File: config.mk
export PLATFORM = sky130hd
export DESIGN_NAME = mips_multicycle_ctrl
export DESIGN_NICKNAME = d
export VERILOG_FILES = /design/src/rtl/mips_mc_pkg.sv /design/src/rtl/mips_mc_outdec.sv /design/src/rtl/mips_multicycle_ctrl.sv
export SDC_FILE = /design/constraint.sdc
export NUM_CORES = 1
export LEC_CHECK = 0
export ABC_AREA = 1
export CAP_MARGIN = 10
export CORE_MARGIN = 1
export CORE_UTILIZATION = 25
export DETAILED_ROUTE_END_ITERATION = 6
export SLEW_MARGIN = 20
export SYNTH_ARGS = -nofsm -noshare
export SYNTH_HDL_FRONTEND = slang
export SYNTH_SLANG_ARGS = --single-unit
File: constraint.sdc
create_clock -name clk -period 1.7 [get_ports clk]
set_input_delay 0.34 -clock clk [delete_from_list [all_inputs] [get_ports clk]]
set_output_delay 0.34 -clock clk [all_outputs]
set_load 0.01 [all_outputs]
File: src/rtl/mips_mc_pkg.sv
// Shared types and encodings for the multi-cycle MIPS control unit.
package mips_mc_pkg;

  typedef enum logic [3:0] {
    S_IDLE,
    S_FETCH,
    S_DECODE,
    S_MEM_ADR,
    S_MEM_RD,
    S_MEM_WB,
    S_MEM_WR,
    S_RTYPE_EX,
    S_RTYPE_WB,
    S_BEQ_EX,
    S_ADDI_EX,
    S_ADDI_WB,
    S_J_EX,
    S_ILLEGAL
  } state_t;

  localparam logic [5:0] OP_RTYPE = 6'b000000;
  localparam logic [5:0] OP_LW    = 6'b100011;
  localparam logic [5:0] OP_SW    = 6'b101011;
  localparam logic [5:0] OP_BEQ   = 6'b000100;
  localparam logic [5:0] OP_ADDI  = 6'b001000;
  localparam logic [5:0] OP_J     = 6'b000010;

  localparam logic [1:0] ALU_ADD   = 2'b00;
  localparam logic [1:0] ALU_SUB   = 2'b01;
  localparam logic [1:0] ALU_FUNCT = 2'b10;

  localparam logic [1:0] SRCB_REG  = 2'b00;
  localparam logic [1:0] SRCB_FOUR = 2'b01;
  localparam logic [1:0] SRCB_IMM  = 2'b10;
  localparam logic [1:0] SRCB_IMM4 = 2'b11;

  localparam logic [1:0] PC_ALU    = 2'b00;
  localparam logic [1:0] PC_ALUOUT = 2'b01;
  localparam logic [1:0] PC_JUMP   = 2'b10;

  typedef struct packed {
    logic       mem_read;
    logic       mem_write;
    logic       iord;
    logic       ir_write;
    logic       pc_write;
    logic [1:0] pc_src;
    logic       alu_src_a;
    logic [1:0] alu_src_b;
    logic [1:0] alu_op;
    logic       reg_dst;
    logic       mem_to_reg;
    logic       reg_write;
  } ctrl_t;

endpackage

File: src/rtl/mips_mc_outdec.sv
// State-to-control-word decoder for the multi-cycle MIPS controller.
module mips_mc_outdec
  import mips_mc_pkg::*;
(
  input  state_t state,
  input  logic   mem_ready,
  input  logic   zero,
  output ctrl_t  ctrl
);

  always_comb begin
    ctrl = '0;
    unique case (state)
      S_FETCH: begin
        ctrl.mem_read  = 1'b1;
        ctrl.ir_write  = mem_ready;
        ctrl.pc_write  = mem_ready;
        ctrl.pc_src    = PC_ALU;
        ctrl.alu_src_b = SRCB_FOUR;
        ctrl.alu_op    = ALU_ADD;
      end
      S_DECODE: begin
        ctrl.alu_src_b = SRCB_IMM4;
        ctrl.alu_op    = ALU_ADD;
      end
      S_MEM_ADR, S_ADDI_EX: begin
        ctrl.alu_src_a = 1'b1;
        ctrl.alu_src_b = SRCB_IMM;
        ctrl.alu_op    = ALU_ADD;
      end
      S_MEM_RD: begin
        ctrl.mem_read = 1'b1;
        ctrl.iord     = 1'b1;
      end
      S_MEM_WB: begin
        ctrl.reg_write  = 1'b1;
        ctrl.mem_to_reg = 1'b1;
      end
      S_MEM_WR: begin
        ctrl.mem_write = 1'b1;
        ctrl.iord      = 1'b1;
      end
      S_RTYPE_EX: begin
        ctrl.alu_src_a = 1'b1;
        ctrl.alu_src_b = SRCB_REG;
        ctrl.alu_op    = ALU_FUNCT;
      end
      S_RTYPE_WB: begin
        ctrl.reg_write = 1'b1;
        ctrl.reg_dst   = 1'b1;
      end
      S_BEQ_EX: begin
        ctrl.alu_src_a = 1'b1;
        ctrl.alu_src_b = SRCB_REG;
        ctrl.alu_op    = ALU_SUB;
        ctrl.pc_src    = PC_ALUOUT;
        ctrl.pc_write  = zero;
      end
      S_ADDI_WB: ctrl.reg_write = 1'b1;
      S_J_EX: begin
        ctrl.pc_src   = PC_JUMP;
        ctrl.pc_write = 1'b1;
      end
      default: ;
    endcase
  end

endmodule

File: src/rtl/mips_multicycle_ctrl.sv
// Main control FSM for the multi-cycle MIPS datapath.
module mips_multicycle_ctrl
  import mips_mc_pkg::*;
#(
  parameter int CNT_W = 32,
  parameter int OP_W  = 6
) (
  input  logic             clk,
  input  logic             reset,
  input  logic [OP_W-1:0]  opcode,
  input  logic             zero,
  input  logic             mem_ready,
  output logic             mem_read,
  output logic             mem_write,
  output logic             iord,
  output logic             ir_write,
  output logic             pc_write,
  output logic [1:0]       pc_src,
  output logic             alu_src_a,
  output logic [1:0]       alu_src_b,
  output logic [1:0]       alu_op,
  output logic             reg_dst,
  output logic             mem_to_reg,
  output logic             reg_write,
  output logic             illegal_op,
  output logic [CNT_W-1:0] instr_count
);

  state_t state;
  state_t next;
  ctrl_t  ctrl;

  always_comb begin
    next = S_IDLE;
    unique case (state)
      S_IDLE:   next = S_FETCH;
      S_FETCH:  next = mem_ready ? S_DECODE : S_FETCH;
      S_DECODE: begin
        case (opcode)
          OP_W'(OP_RTYPE): next = S_RTYPE_EX;
          OP_W'(OP_LW):    next = S_MEM_ADR;
          OP_W'(OP_SW):    next = S_MEM_ADR;
          OP_W'(OP_BEQ):   next = S_BEQ_EX;
          OP_W'(OP_ADDI):  next = S_ADDI_EX;
          OP_W'(OP_J):     next = S_J_EX;
          default:         next = S_ILLEGAL;
        endcase
      end
      S_MEM_ADR:
        next = (opcode == OP_W'(OP_LW)) ? S_MEM_RD : S_MEM_WR;
      S_MEM_RD:   next = mem_ready ? S_MEM_WB : S_MEM_RD;
      S_MEM_WR:   next = mem_ready ? S_FETCH : S_MEM_WR;
      S_RTYPE_EX: next = S_RTYPE_WB;
      S_ADDI_EX:  next = S_ADDI_WB;
      S_MEM_WB, S_RTYPE_WB, S_ADDI_WB,
      S_BEQ_EX, S_J_EX:
        next = S_FETCH;
      S_ILLEGAL:  next = S_ILLEGAL;
      default:    next = S_IDLE;
    endcase
  end

  always_ff @(posedge clk or negedge reset) begin
    if (!reset) begin
      state       <= S_IDLE;
      instr_count <= '0;
      illegal_op  <= 1'b0;
    end else begin
      state <= next;
      if (state == S_FETCH && mem_ready)
        instr_count <= instr_count + CNT_W'(1);
      if (next == S_ILLEGAL)
        illegal_op <= 1'b1;
    end
  end

  mips_mc_outdec u_outdec (
    .state     (state),
    .mem_ready (mem_ready),
    .zero      (zero),
    .ctrl      (ctrl)
  );

  assign mem_read   = ctrl.mem_read;
  assign mem_write  = ctrl.mem_write;
  assign iord       = ctrl.iord;
  assign ir_write   = ctrl.ir_write;
  assign pc_write   = ctrl.pc_write;
  assign pc_src     = ctrl.pc_src;
  assign alu_src_a  = ctrl.alu_src_a;
  assign alu_src_b  = ctrl.alu_src_b;
  assign alu_op     = ctrl.alu_op;
  assign reg_dst    = ctrl.reg_dst;
  assign mem_to_reg = ctrl.mem_to_reg;
  assign reg_write  = ctrl.reg_write;

endmodule

# Word level (Yosys, flattened, before mapping)
# Cells that the tools add are included.
[totals]
register_bits = 37
output_inout_bits = 48
[classes]
n_addsub = 1
n_eq_ne = 19
muxes = 16
reduce_logical = 10
[ops]
columns = ["op", "n"]
rows = [
  ["4-bit case mux with 5 select lines", 2],
  ["4-bit case mux with 9 select lines", 1],
  ["32-bit by 1-bit adder with 32-bit output (second input constant)", 1],
  ["4-bit == test (second input constant)", 7],
  ["4-bit by 3-bit == test with 1-bit output (second input constant)", 4],
  ["6-bit == test (second input constant)", 2],
  ["1-bit two-way mux", 9],
  ["3-bit case mux with 3 select lines", 1],
  ["4-bit by 2-bit == test with 1-bit output (second input constant)", 2],
  ["2-bit OR reduction", 4],
  ["6-bit by 2-bit == test with 1-bit output (second input constant)", 1],
  ["6-bit by 3-bit == test with 1-bit output (second input constant)", 1],
  ["6-bit by 4-bit == test with 1-bit output (second input constant)", 1],
  ["6-bit logical NOT", 1],
  ["6-bit OR reduction", 1],
  ["4-bit by 1-bit == test with 1-bit output (second input constant)", 1],
  ["4-bit logical NOT", 1],
  ["2-bit two-way mux", 2],
  ["4-bit OR reduction", 1],
  ["3-bit two-way mux", 1],
  ["3-bit OR reduction", 1],
  ["1-bit logical AND", 1],
]

# Longest topological paths before layout
[logic_depth]
depth_word = 5
ltp_mapped = 10
ltp_nobuf = 10

# Cells and area by module
# Synthesis repeated with hierarchy kept, for this count alone.
[unflattened]
hier_cells = 348
hier_area_um2 = 2498.6
[modules_own_cells]
columns = ["module", "n_inst", "cells_each", "area_each_um2", "seq_area_each_um2"]
rows = [
  ["mips_multicycle_ctrl", 1, 309, 2301.0, 925.9],
  ["mips_mc_outdec", 1, 39, 197.7, 0.0],
]

# Worst setup path before layout
# OpenSTA, ideal clock, no wires.
[synth_timing]
path_kind = "reg2reg"
start = "register instr_count[0]"
end = "register instr_count[16]"
setup_time_ps = 83
arrival_ps = 1588
t_required_ps = 1617
path_slack_ps = 29
stages_incl_launch_ff = 9
period_less_slack_ps = 1671
cell_sequence = "dfrtp_1 > ha_1 > inv_1 > nor2_1 > inv_1 > nor2_1 > nand3_1 > xor2_1 > o21ai_0"
[synth_between]
elab_chain_len = 1
[synth_rtl]
columns = ["element", "line_no", "text"]
rows = [
  ["start, declared", "mips_multicycle_ctrl.sv:26", "output logic [CNT_W-1:0] instr_count"],
  ["start signal, assigned", "mips_multicycle_ctrl.sv:71", "instr_count <= instr_count + CNT_W'(1);"],
  ["32-bit by 1-bit adder with 32-bit output", "mips_multicycle_ctrl.sv:71", ""],
]
# No other way between the ends.
# A chain may end at the register's enable or synchronous reset.

# Worst setup path in the final report
[layout_timing]
start = "register state[3]"
end = "output port alu_op[1]"
[layout_between]
elab_chain_len = 3
elab_cells_between_ends = 8
[layout_rtl]
columns = ["element", "line_no", "text"]
rows = [
  ["start, declared", "mips_multicycle_ctrl.sv:29", "state_t state;"],
  ["start signal, assigned", "mips_multicycle_ctrl.sv:69", "state <= next;"],
  ["4-bit by 2-bit == test with 1-bit output or 4-bit == test (tied branches)", "mips_mc_outdec.sv:13", "unique case (state)"],
  ["2-bit OR reduction", "--", ""],
  ["4-bit case mux with 5 select lines *", "mips_mc_outdec.sv:13", ""],
  ["end, declared", "mips_multicycle_ctrl.sv:21", "output logic [1:0] alu_op,"],
]
# Mark *: on every way between the ends. The rest lies on a longest branch, timed or not.

==> run_results.csv <==
group,metric,value,unit
critical_path,endpoint_kind,"primary output",
yosys,synth.yosys.warnings,0,
die,die-area,10800,um^2
place,place_area,3610,um^2
route,drt_iter0_markers,103,
critical_path,arrival,1470,ps
yosys,ys_types,27,
route,vias,2938,
die,initial_utilization,26.2,%
layout,diodes,0,
yosys,synthesis.area,2600,um^2
yosys,synth.top_cell.area_share,35.6,%
critical_path,critPathMostFrequentCell,"buf_4",
global_route,grt_max_degree,20,
timing,maxSlewHeadroom,69.0,%
cts,numCtsBuffers,5,
power_and_ir_drop,combPwrFrac,60.1,%
global_route,grt_pass1_vias,2762,
power_and_ir_drop,p_leak,1.88,nW
job,drv_cap,0,
critical_path,path_class,"flop to primary output",
place,place_hpwl,6120,um
run_status,failed_checks,"hold timing, setup timing",
critical_path,worstSetupStartpointType,"flop",
global_route,antenna_found_initial,0,
critical_path,cp_top_family,"buffers and inverters",
cts,cts_hold_buffers,0,
timing,finalWorstSetupSlack,-106,ps
global_route,grt_pass1_wl,13100,um
power_and_ir_drop,p_sw_share,42.8,%
critical_path,crit_fanout,3,
worst_hold_path,hold_path_class,"input port to async pin",
power_and_ir_drop,p_int,0.00277,W
critical_path,worst_path_largest_cell_delay,440,ps
critical_path,crit_required,1360,ps
yosys,syn-instance-count,407,
yosys,synth_xor_area_share,5.06,%
die,num_rows,36,
global_route,met2_usage,24.8,%
yosys,synth_nets,418,
cts,root_buffer,"clkbuf_8",
timing,fin_crit,1810,ps
layout,layout-drive-gt1-share,28.3,%
timing,rsz0062_at_grt,"yes",
global_route,top_usage_layer,"met2",
die,pin_count,58,
cts,cts_buffer_depth,2,
layout,synthToLayoutAreaGrowth,54.4,%
layout,nets,533,
power_and_ir_drop,peakVddDrop,0.000493,V
yosys,ys_ff_latch,37,
layout,multiInputGateArea,1630,um^2
timing,fmax,0.554,GHz
critical_path,crit_slowest_cell,"dfrtp_2",
layout,final_common_cell,"nand2_1",
cts,clk_latency,290,ps
power_and_ir_drop,power_density,1210,nW/um^2
route,wire_per_inst,12.3,um
layout,nFillCells,1059,
global_route,use_met3,2.51,%
global_route,overflow,0,
critical_path,crit_chain,"buf_4 -> inv_1 -> nand2_2 -> nor2_2 -> buf_4 -> clkdlybuf4s15_2",
global_route,track_usage,15.1,%
timing,skew,8.78,ps
yosys,yosys.area_share.simple,46.1,%
yosys,synth_adder_area_share,0.481,%
route,drc,0,
route,first_pass_iters,6,
yosys,muxShareOfSynthArea,0,%
timing,whs,-7.85,ps
timing,hold_violations,8,
yosys,synth_compound_area_share,4.04,%
die,core-area,9910,um^2
timing,setup_viol,9,
route,ant_nets,0,
layout,final_area,4010,um^2
layout,final_cell_mix,"nand2_1, inv_1, buf_4",
yosys,seq_area_frac_synth,35.6,%
cts,cts.sinks,37,
yosys,synth_top_family_by_area,"simple AND/OR/NAND/NOR gates",
cts,tritoncts,"done",
layout,regArea,941,um^2
run_status,status,"finished with violations",
yosys,avgSynthCellArea,6.39,um^2
route,via_per_inst,4.48,
yosys,yosys.area.top_type,"dfrtp_1",
die,fp.dieW,104,um
critical_path,crit_buf_inv,4,
global_route,grt_use_met1,20.6,%
cts,htreeDepth,2,
place,port_buffers,57,
timing,post-route-period-util,106,%
place,place_congestion,0.857,
cts,clkTransAtPathRegs,80,ps
route,totalWireLength,8100,um
yosys,synth_area_leaders,"dfrtp_1, nand2_1, nor2_1",
critical_path,reg2reg_slack,10,ps
power_and_ir_drop,p_sw,0.00207,W
power_and_ir_drop,seqPwrFrac,27.3,%
timing,worstMarginPinSlew,465,ps
power_and_ir_drop,p_clk_share,12.6,%
die,die_h,104,um
timing,slew_violations,0,
## repair_timing
item	in CTS	in global routing
setup buffers	10	7
resized for setup	89	57
pin swaps	9	14
setup endpoints to repair	21	39
## Yosys cell counts
cell      count
a211oi_1      1
a21oi_1       1
buf_2         3
buf_6         1
clkbuf_1      1
dfrtp_1      37
ha_1          1
inv_1        50
inv_2         2
nand2_1     155
nand2_2       1
nand2_4       1
nand3_1      27
nand3_4       1
nand3b_1      3
nand4_1       9
nor2_1       61
nor2_2        3
nor2_4        3
nor3_1       10
nor3_2        2
nor3_4        1
o211ai_1      1
o21ai_0      14
o21ai_1       3
xnor2_1       5
xor2_1       10
## final timing paths
| path | from | end | depth (start not counted) |
|---|---|---|---|
| setup / recovery | state[3]$_DFF_PN0_ | alu_op[1] | 6 |
| hold / removal | reset | instr_count[22]$_DFFE_PN0P_ | 1 |
| setup reg to reg | state[3]$_DFF_PN0_ | instr_count[12]$_DFFE_PN0P_ | 11 |
| hold reg to reg | illegal_op$_DFFE_PN0N_ | illegal_op$_DFFE_PN0N_ | 2 |
| max in group asynchronous | reset | instr_count[15]$_DFFE_PN0P_ | 2 |
| min in group clk | illegal_op$_DFFE_PN0N_ | illegal_op$_DFFE_PN0N_ | 2 |
## state kept, by name, summed over array words and instances, names as in the netlist
register,cells
instr_count,32
state,4
illegal_op,1
## metal layers
layer | part of all wire [%] | wire (um) | up-vias
met5 | 0 | 0 | -
met4 | 0.84 | 68 | 0
met2 | 48 | 3850 | 70
met1 | 47 | 3800 | 1363
li1 | - | - | 1498
met3 | 4.6 | 375 | 7
## per-stage QoR
step | power [W] | setup TNS, ps | util (%) | setup slack, ps | std cells
detailed placement | 0.00368 | -2650 | 36.5 | -250 | 632
floorplan | 0.00237 | 0 | - | 29.5 | 407
global route | 0.00521 | -1460 | 40.5 | -165 | 656
CTS | 0.00452 | -605 | 38.5 | -153 | 650
global placement | 0.00365 | -2330 | 36.5 | -247 | 632
finish | 0.00484 | -476 | 40.5 | -106 | 656
## cell families (layout without fill, tap and decap cells)
kind of cell    Yosys count  after routing
fa+ha+maj                 1              1
flops                    37             37
xor+xnor                 15             15
simple gates            277            277
buf+inv                  57            173
compound gates           20             20
## power by group through the flow
stage / logic (W) / registers (W) / clock network [W]
3_5_place_dp: 0.00235 / 0.00132 / 0
4_1_cts: 0.00257 / 0.00132 / 0.000629
5_1_grt: 0.00318 / 0.00135 / 0.000668
6_report: 0.00291 / 0.00132 / 0.000612
2_1_floorplan: 0.00101 / 0.00137 / 0
3_3_place_gp: 0.00233 / 0.00132 / 0
## final cells by class
cell class	instances	area share, %
multi-input combinational	313	40.6
sequential	37	23.5
timing repair buffer	113	24.8
inverter	52	4.99
clock buffer	6	1.81
clock inverter	2	0.250
tap	133	4.15
(Power assumes the default switching activity.)
